**src/rtl/window_layer.sv**
```systemverilog
// window_layer: image-window compositor for the LCD video path.
//
// Takes the display timing coordinates and strobes, decides whether the
// current pixel falls inside a scaled image window, issues a read address
// to an external video RAM (one-cycle registered read), and composites the
// returned pixel over a background pattern. Output is RGB565 with the
// timing strobes delayed to match the fixed 3-cycle pipeline latency.
//
// Ports:
//   clk, rst            pixel clock, synchronous active-high reset
//   frame_start         one-cycle pulse that loads the cfg_* shadow registers
//   cfg_x0, cfg_y0      window origin
//   cfg_scale           log2 magnification (0..3)
//   cfg_bg_mode         0 solid, 1 gradient, 2 checker, 3 black
//   cfg_bg_color        RGB565 background colour
//   cfg_key_en, cfg_key transparency key enable / value
//   in_x, in_y          current pixel coordinates
//   in_den/hs/vs        timing strobes aligned with in_x/in_y
//   mem_addr            video RAM read address {row, col}
//   mem_data            video RAM read data, valid one cycle after mem_addr
//   out_rgb             RGB565 as {b, g, r}, zero outside active video
//   out_den/hs/vs       strobes delayed by 3 cycles
module window_layer #(
    parameter int XW       = 16,
    parameter int COL_BITS = 6,
    parameter int ROW_BITS = 6,
    parameter int DATA_W   = 9,
    parameter int FMT      = 0
) (
    input  logic                         clk,
    input  logic                         rst,
    input  logic                         frame_start,
    input  logic [XW-1:0]                cfg_x0,
    input  logic [XW-1:0]                cfg_y0,
    input  logic [1:0]                   cfg_scale,
    input  logic [1:0]                   cfg_bg_mode,
    input  logic [15:0]                  cfg_bg_color,
    input  logic                         cfg_key_en,
    input  logic [DATA_W-1:0]            cfg_key,
    input  logic [XW-1:0]                in_x,
    input  logic [XW-1:0]                in_y,
    input  logic                         in_den,
    input  logic                         in_hs,
    input  logic                         in_vs,
    output logic [ROW_BITS+COL_BITS-1:0] mem_addr,
    input  logic [DATA_W-1:0]            mem_data,
    output logic [15:0]                  out_rgb,
    output logic                         out_den,
    output logic                         out_hs,
    output logic                         out_vs
);

    // Carried per pixel through stages 1 and 2:
    // {den, hs, vs, in_win, background, key_en, key}
    localparam int CW = 3 + 1 + 16 + 1 + DATA_W;

    // ---------------- shadow configuration ----------------
    logic [XW-1:0]     x0_reg, y0_reg;
    logic [1:0]        scale_reg, bg_mode_reg;
    logic [15:0]       bg_color_reg;
    logic              key_en_reg;
    logic [DATA_W-1:0] key_reg;

    // A pixel presented together with frame_start still sees the old values
    // because the load only takes effect after this edge.
    always_ff @(posedge clk) begin
        if (rst) begin
            x0_reg       <= '0;
            y0_reg       <= '0;
            scale_reg    <= '0;
            bg_mode_reg  <= '0;
            bg_color_reg <= '0;
            key_en_reg   <= 1'b0;
            key_reg      <= '0;
        end else if (frame_start) begin
            x0_reg       <= cfg_x0;
            y0_reg       <= cfg_y0;
            scale_reg    <= cfg_scale;
            bg_mode_reg  <= cfg_bg_mode;
            bg_color_reg <= cfg_bg_color;
            key_en_reg   <= cfg_key_en;
            key_reg      <= cfg_key;
        end
    end

    // ---------------- stage 0: window test and address ----------------
    // One extra bit keeps x0 + width from wrapping, so a window that runs
    // past the top of the coordinate range is clipped rather than wrapped.
    logic [XW:0] x_w, y_w, x_lo, y_lo, x_hi, y_hi;
    logic        in_win;
    logic [XW-1:0] rel_x, rel_y;
    logic [COL_BITS-1:0] col_next;
    logic [ROW_BITS-1:0] row_next;

    assign x_w  = {1'b0, in_x};
    assign y_w  = {1'b0, in_y};
    assign x_lo = {1'b0, x0_reg};
    assign y_lo = {1'b0, y0_reg};
    assign x_hi = x_lo + ((XW+1)'(2**COL_BITS) << scale_reg);
    assign y_hi = y_lo + ((XW+1)'(2**ROW_BITS) << scale_reg);

    assign in_win = in_den && (x_w >= x_lo) && (x_w < x_hi)
                           && (y_w >= y_lo) && (y_w < y_hi);

    assign rel_x    = in_x - x0_reg;
    assign rel_y    = in_y - y0_reg;
    assign col_next = COL_BITS'(rel_x >> scale_reg);
    assign row_next = ROW_BITS'(rel_y >> scale_reg);

    // Address only moves for window pixels; it holds otherwise.
    always_ff @(posedge clk) begin
        if (rst) begin
            mem_addr <= '0;
        end else if (in_win) begin
            mem_addr <= {row_next, col_next};
        end
    end

    // Background pattern from the live coordinates.
    logic [15:0] bg_next;
    always_comb begin
        bg_next = '0;
        case (bg_mode_reg)
            2'd0:    bg_next = bg_color_reg;
            2'd1:    bg_next = 16'(x_w + y_w);
            2'd2:    bg_next = (in_x[3] ^ in_y[3]) ? bg_color_reg : ~bg_color_reg;
            default: bg_next = '0;
        endcase
    end

    // ---------------- stages 1 and 2: carry pixel context ----------------
    // The key travels with the pixel so a mid-line frame_start never mixes
    // old window decisions with a new key.
    logic [CW-1:0] stage_in;
    assign stage_in = {in_den, in_hs, in_vs, in_win, bg_next, key_en_reg, key_reg};

    genvar gi;
    generate
        for (gi = 0; gi < 2; gi++) begin : g_stage
            logic [CW-1:0] stage_reg;
            logic [CW-1:0] stage_next;
            if (gi == 0) begin : g_head
                assign stage_next = stage_in;
            end else begin : g_tail
                assign stage_next = g_stage[gi-1].stage_reg;
            end
            always_ff @(posedge clk) begin
                if (rst) begin
                    stage_reg <= '0;
                end else begin
                    stage_reg <= stage_next;
                end
            end
        end
    endgenerate

    // ---------------- stage 3: expand and composite ----------------
    logic              s_den, s_hs, s_vs, s_win, s_key_en;
    logic [15:0]       s_bg;
    logic [DATA_W-1:0] s_key;
    assign {s_den, s_hs, s_vs, s_win, s_bg, s_key_en, s_key} = g_stage[1].stage_reg;

    logic [4:0] pix_r, pix_b;
    logic [5:0] pix_g;
    generate
        if (FMT == 1) begin : g_rgb333
            // Replicate the top bits so full-scale 3-bit maps to full-scale.
            assign pix_r = {mem_data[8:6], mem_data[8:7]};
            assign pix_g = {mem_data[5:3], mem_data[5:3]};
            assign pix_b = {mem_data[2:0], mem_data[2:1]};
        end else begin : g_gray
            assign pix_r = mem_data[DATA_W-1 -: 5];
            assign pix_g = mem_data[DATA_W-1 -: 6];
            assign pix_b = mem_data[DATA_W-1 -: 5];
        end
    endgenerate

    logic        keyed;
    logic [15:0] rgb_next;
    always_comb begin
        keyed    = s_key_en && (mem_data == s_key);
        rgb_next = '0;
        if (s_den) begin
            rgb_next = (s_win && !keyed) ? {pix_b, pix_g, pix_r} : s_bg;
        end
    end

    always_ff @(posedge clk) begin
        if (rst) begin
            out_rgb <= '0;
            out_den <= 1'b0;
            out_hs  <= 1'b0;
            out_vs  <= 1'b0;
        end else begin
            out_rgb <= rgb_next;
            out_den <= s_den;
            out_hs  <= s_hs;
            out_vs  <= s_vs;
        end
    end

endmodule

```
**config.mk**
```make
export PLATFORM = sky130hd
export DESIGN_NAME = window_layer
export DESIGN_NICKNAME = d
export VERILOG_FILES = /design/src/rtl/window_layer.sv
export SDC_FILE = /design/constraint.sdc
export NUM_CORES = 1
export LEC_CHECK = 0
export CAP_MARGIN = 25
export CORE_MARGIN = 2
export CORE_UTILIZATION = 35
export CTS_CLUSTER_SIZE = 14
export DETAILED_ROUTE_END_ITERATION = 16
export HOLD_SLACK_MARGIN = 0.02
export PLACE_DENSITY = 0.65
export SLEW_MARGIN = 25
export SYNTH_ARGS = -nofsm -noshare
export SYNTH_HDL_FRONTEND = slang
export SYNTH_SLANG_ARGS = --single-unit
```
**constraint.sdc**
```tcl
create_clock -name clk -period 12.98 [get_ports clk]
set_input_delay 1.298 -clock clk [delete_from_list [all_inputs] [get_ports clk]]
set_output_delay 1.298 -clock clk [all_outputs]
set_load 0.005 [all_outputs]
```
==> results.sh, run 1 <==
export IMPL_hold_viol_final=0
export IMPL_clk_pin_slew_ps=70
export IMPL_async_flop_share_pct=0
export IMPL_drtIter0Drc=333
export IMPL_cts_resized=0
export IMPL_dpl_cell_count=1361
export IMPL_die_w_um=159
export IMPL_io_pins=140
export IMPL_fin_cells=1394
export IMPL_grt_max_degree=95
export IMPL_leakage_nw=4.43
export IMPL_ys_flop_type="dfxtp_1"
export IMPL_clock_latency_ps=430
export IMPL_cts_tree="yes"
export IMPL_postCtsSetupRepairBufs=0
export IMPL_routed_wl_um=21400
export IMPL_finalSetupViolations=0
export IMPL_portBuffers=139
export IMPL_max_freq_mhz=218
export IMPL_antenna_found_initial=0
export IMPL_tightest_slew_ps=909
export IMPL_post_route_worst_setup_slack_ps=8390
export IMPL_cts_max_path_buffers=2
export IMPL_avgSynthCellArea_um2=8.96
export IMPL_cpMaxStageDelayCell="or4_4"
export IMPL_finClkSkew_ps=15.3
export IMPL_cts_buffers=17
export IMPL_required_ps=13320
export IMPL_h_tree_depth=4
export IMPL_grt_pass1_vias=6716
export IMPL_crit_buf_inv=2
export IMPL_antenna_left=0
export IMPL_status="finished clean"
export IMPL_peakVddDrop_v=0.0000826
export IMPL_yosysSeqAreaShare_pct=36.5
export IMPL_ys_types=69
export IMPL_synth_seq_cells=153
export IMPL_drc_errors=0
export IMPL_grt_ovfl_total=0
export IMPL_drive_gt1_share_pct=5.40
export IMPL_crit_type="reg2reg"
export IMPL_syn_num_nets=1122
export IMPL_first_pass_iters=4
export IMPL_holdBufCountCts=0
export IMPL_dp_hpwl_um=16300
export IMPL_grtUsageTotal_pct=17.0
export IMPL_layout_common_cells="dfxtp_1 (153), clkdlybuf4s50_1 (137), nor2_1 (132), mux2i_1 (89), ha_1 (73)"
export IMPL_relSlewSlack_pct=39.4
export IMPL_initial_utilization_pct=35.7
export IMPL_synth_cells=937
export IMPL_fin_crit_sh_pct=35.3
export IMPL_rows=56
export IMPL_max_cap_violations=0
export IMPL_clockRootBuffer="clkbuf_16"
export IMPL_cts_num_sinks=153
export IMPL_rsz0062_at_grt="no"
export IMPL_syn_to_final_growth_pct=26.9
export IMPL_avgViaCountPerCell=4.88
export IMPL_end_kind="flip-flop"
export IMPL_die_h_um=159
export IMPL_yosysWarnings=0
export IMPL_syn_cell_area_um2=8400
export IMPL_core_area_um2=23500
export IMPL_die_area_um2=25300
export IMPL_gp_congestion=0.812
export IMPL_crit_path_max_fanout=21
export IMPL_vias=6802
export IMPL_finalCriticalPeriod_ps=4590
export IMPL_final_nets=1246
export IMPL_worstSetupStartpointType="flip-flop"
export IMPL_whs_ps=435
export IMPL_largest_reg_flops=60
export IMPL_path_cells="buf_4, clkinv_1, nor2_1, ha_1, o21ai_0, a21oi_2, a21oi_1, nor3_1, xnor2_1, ha_1, a21oi_1, o22ai_1, o22ai_1, o2111ai_1, or4_4, or2_4, o41ai_2"
export IMPL_nFillCells=2324
export IMPL_maxSlewViolCount=0
export IMPL_hold_path_class="reg2reg"
export IMPL_setup_tns_ps=0
export IMPL_final_common_cell="dfxtp_1"
export IMPL_grt_pass1_wl_um=34200
export IMPL_power_density_nw_per_um2=117
export IMPL_cpPeakStageDelay_ps=540
export IMPL_final_util_pct=45.3
export IMPL_worst_ep_arrival_time_ps=4920
export IMPL_post_drt_wl_per_cell_um=15.3
export IMPL_dpl_worst_slack_ps=8150
export IMPL_synth_edf_count=0
export IMPL_cp_top_family="compound AO/OA/AOI/OAI gates"
[logic make-up after synthesis]
logic type      synth area share, %
mux                            11.3
compound gates                 14.4
flops                          36.5
simple gates                   16.0
fa+ha+maj                      11.8
xor+xnor                       5.74
buf+inv                        4.33
[Yosys cell counts (3+ instances only)]
library cell  count  area (µm²)
a31oi_1           4        25.0
ha_1             73         913
a41oi_1           3        26.3
inv_1            52         195
a211o_1           3        26.3
a21o_1            9        67.6
o2111ai_1         3        26.3
o31a_1            3        26.3
nand2b_1          8        50.1
clkbuf_1         30         113
o22ai_1           3        18.8
nand3_1           8        40.0
a31o_1            3        26.3
nand3b_1          4        30.0
o21ai_0          34         170
xnor2_1          39         342
o211ai_1         12        90.1
nand2_1          40         150
a21oi_1          52         260
xor2_1           16         140
dfxtp_1         153        3060
or2_2             5        31.3
mux2i_1          89         891
o21a_1           11        82.6
a2bb2oi_1         4        35.0
nor3_1           17        85.1
buf_2             3        15.0
nor2_1          132         495
and3_1            4        25.0
nor2b_1          52         325
o221ai_1          3        26.3
nor4_1            3        18.8
fa_1              3        60.1
a211oi_1          7        52.6
buf_1             6        22.5
a22oi_1           3        22.5
[area by class of cell]
type | instances | area (µm²) | share of cell area, %
Multi-Input combinational cell | 690 | 4970 | 46.7
Sequential cell | 153 | 3060 | 28.7
Timing Repair Buffer | 145 | 1440 | 13.5
Clock buffer | 18 | 429 | 4.03
Tap cell | 319 | 399 | 3.75
Inverter | 54 | 203 | 1.90
Clock inverter | 14 | 153 | 1.43
Antenna cell | 1 | 2.50 | 0.0235
[metrics by stage]
| step | cell area, µm² | power (mW) |
|---|---|---|
| 6_report | 10700 | 1.24 |
| 5_1_grt | 10700 | 1.31 |
| 4_1_cts | 10700 | 1.26 |
| 3_5_place_dp | 10100 | 0.766 |
| 3_3_place_gp | 10100 | 0.763 |
| 2_1_floorplan | 8400 | 0.678 |
[layer usage]
layer  part of all wire (%)  global-route usage, %  routed length [µm]
met1                     45                   21.0                9730
met2                     49                   30.1               10400
met3                    4.5                   3.71                 962
met4                    1.4                   4.13                 289
met5                      0                      0                   0
[power by group]
| group | internal (mW) | total (mW) | switching (mW) |
|---|---|---|---|
| clock | 0.258 | 0.488 | 0.230 |
| combinational | 0.122 | 0.249 | 0.127 |
| sequential | 0.493 | 0.507 | 0.0140 |
| total | 0.873 | 1.24 | 0.371 |
[path summary, 6_finish.rpt]
kind	start	to	slack, ps	cells after the start
max	scale_reg[1]$_SDFFE_PP0P_	mem_addr[8]$_SDFFE_PP0P_	8390	17
max reg2reg	scale_reg[1]$_SDFFE_PP0P_	mem_addr[8]$_SDFFE_PP0P_	8390	17
min	g_stage[0].stage_reg[1]$_SDFF_PP0_	g_stage[1].stage_reg[1]$_SDFF_PP0_	430	1
min reg2reg	g_stage[0].stage_reg[1]$_SDFF_PP0_	g_stage[1].stage_reg[1]$_SDFF_PP0_	430	1
(Power assumes the default switching activity.)
==> run 2: changes to the inputs <==
==> constraint.sdc (replaced) <==
create_clock -name clk -period 4.5 [get_ports clk]
set_input_delay 0.45 -clock clk [delete_from_list [all_inputs] [get_ports clk]]
set_output_delay 0.45 -clock clk [all_outputs]
set_load 0.005 [all_outputs]
==> run 2 against run 1 <==
Cell count is 0.36% higher; sequential share of layout area fell by 0.087 points; register-to-register slack got worse by 8100 ps; power increased to 2.9 times the previous value; clock skew down 3.4 ps; clock power grew to 2.9 times the previous value; design area grew 0.30%; core utilization is 0.14 points higher; global-route usage grew 0.22 points; sequential power increased to 2.9 times the previous value; worst hold slack worse by 4.6 ps; largest cell class unchanged; largest power group unchanged; highest routed layer unchanged.
==> results.sh, run 2 (synthesized netlist as in run 1, its figures left out) <==
export IMPL_peakVddDrop_v=0.000191
export IMPL_r2r_end="mem_addr[8]$_SDFFE_PP0P_"
export IMPL_clk_pin_slew_ps=70
export IMPL_n_antenna_cell=0
export IMPL_routed_wl_um=21600
export IMPL_maxSlewViolCount=0
export IMPL_cts_max_path_buffers=2
export IMPL_largest_reg_flops=60
export IMPL_grtUsageTotal_pct=17.2
export IMPL_min_to="g_stage[1].stage_reg[2]$_SDFF_PP0_"
export IMPL_grt_pass1_wl_um=34500
export IMPL_fin_crit_sh_pct=93.5
export IMPL_dp_hpwl_um=16600
export IMPL_postCtsSetupRepairBufs=0
export IMPL_h_tree_depth=4
export IMPL_hold_viol_final=0
export IMPL_worstSetupStartpointType="flip-flop"
export IMPL_rows=56
export IMPL_clock_latency_ps=430
export IMPL_power_density_nw_per_um2=337
export IMPL_setup_tns_ps=0
export IMPL_drive_gt1_share_pct=5.93
export IMPL_post_drt_wl_per_cell_um=15.5
export IMPL_max_cap_violations=0
export IMPL_final_common_cell="dfxtp_1"
export IMPL_first_pass_iters=6
export IMPL_final_nets=1252
export IMPL_cts_buffers=17
export IMPL_die_area_um2=25300
export IMPL_end_kind="flip-flop"
export IMPL_clockRootBuffer="clkbuf_16"
export IMPL_io_pins=140
export IMPL_vias=6857
export IMPL_rrSetupSlack_ps=290
export IMPL_antenna_found_initial=0
export IMPL_portBuffers=139
export IMPL_hp_start="g_stage[0].stage_reg[2]$_SDFF_PP0_"
export IMPL_gp_congestion=0.811
export IMPL_crit_type="reg2reg"
export IMPL_leakage_nw=4.46
export IMPL_worst_ep_arrival_time_ps=4540
export IMPL_tightest_slew_ps=838
export IMPL_grt_ovfl_total=0
export IMPL_holdBufCountCts=0
export IMPL_core_area_um2=23500
export IMPL_hold_depth=1
export IMPL_cts_resized=0
export IMPL_stdcell_area_um2=10700
export IMPL_drc_errors=0
export IMPL_finClkSkew_ps=11.9
export IMPL_drtIter0Drc=404
export IMPL_rsz0062_at_grt="no"
export IMPL_post_route_worst_setup_slack_ps=293
export IMPL_crit_path_max_fanout=13
export IMPL_place_area_um2=10100
export IMPL_r2r_start="scale_reg[1]$_SDFFE_PP0P_"
export IMPL_hold_path_class="reg2reg"
export IMPL_finalSetupViolations=0
export IMPL_initial_utilization_pct=35.7
export IMPL_syn_to_final_growth_pct=27.3
export IMPL_status="finished clean"
export IMPL_antenna_left=0
export IMPL_required_ps=4830
export IMPL_dpl_worst_slack_ps=366
export IMPL_grt_pass1_vias=6772
export IMPL_cts_num_sinks=153
export IMPL_finalCriticalPeriod_ps=4210
export IMPL_avgViaCountPerCell=4.90
export IMPL_max_freq_mhz=238
export IMPL_layout_common_cells="dfxtp_1 (153), clkdlybuf4s50_1 (137), nor2_1 (132), mux2i_1 (89), ha_1 (73)"
export IMPL_r2r_cells=16
export IMPL_grt_max_degree=77
export IMPL_nFillCells=2328
export IMPL_die_w_um=159
export IMPL_cts_tree="yes"
export IMPL_relSlewSlack_pct=44.1
export IMPL_die_h_um=159
run 2: changes by cell type in the layout (fill, tap and decap cells not counted), sizes merged:
cell	previous run	this run
diode	1	0
buf	8	14
bufinv	0	1
inv	62	59
clkinv	6	5
clkbuf	18	19
clkinvlp	0	2
run 2: layout make-up:
type                    count  area (µm²)  share of cell area, %
clock buffers              19         443                   4.14
clock inverters            13         133                   1.24
multi-input cells         690        4970                   46.5
repair buffers            151        1480                   13.8
inverters                  54         203                   1.90
well taps                 319         399                   3.73
flip-flops and latches    153        3060                   28.7
run 2: per-layer routing:
layer | global-route usage [%] | part of all wire [%]
met1 | 21.8 | 46
met5 | 0 | 0
met4 | 5.62 | 1.9
met3 | 3.89 | 5.0
met2 | 29.1 | 47
run 2: worst max-delay path by stage:
stage	start	end	slack [ps]	cells past startpoint
2_1_floorplan	scale_reg[0]$_SDFFE_PP0P_	mem_addr[1]$_SDFFE_PP0P_	310	19
3_3_place_gp	scale_reg[1]$_SDFFE_PP0P_	mem_addr[3]$_SDFFE_PP0P_	400	16
3_5_place_dp	scale_reg[1]$_SDFFE_PP0P_	mem_addr[8]$_SDFFE_PP0P_	370	16
4_1_cts	scale_reg[1]$_SDFFE_PP0P_	mem_addr[8]$_SDFFE_PP0P_	320	16
5_1_grt	scale_reg[1]$_SDFFE_PP0P_	mem_addr[0]$_SDFFE_PP0P_	20	16
6_report	scale_reg[1]$_SDFFE_PP0P_	mem_addr[8]$_SDFFE_PP0P_	290	16
run 2: per-stage QoR:
| stage | power [mW] | std cells | hold WS [ps] | utilization (%) |
|---|---|---|---|---|
| 2_1_floorplan | 1.96 | 937 | 414 | - |
| 3_3_place_gp | 2.20 | 1367 | 416 | 43.0 |
| 3_5_place_dp | 2.21 | 1367 | 422 | 43.0 |
| 4_1_cts | 3.64 | 1399 | 434 | 45.4 |
| 5_1_grt | 3.78 | 1399 | 451 | 45.4 |
| 6_report | 3.60 | 1399 | 430 | 45.4 |
run 2: worst max-delay path, stage by stage, from the launching register on:
cell and delay (ps):
dfxtp_1 600, nor2_1 140, ha_1 240, ha_1 240, o21ai_0 210, a21oi_2 40
a21oi_1 370, nor3_1 110, xnor2_1 150, ha_1 290, a21oi_1 150, o22ai_1 90
o22ai_1 150, o2111ai_1 130, or4_4 530, or2_4 340, o41ai_2 310
run 2: report_power, final:
part           leakage (nW)  switching, mW  internal [mW]
Combinational          2.92          0.363          0.354
Sequential             1.25         0.0433           1.42
Clock                 0.281          0.624          0.793
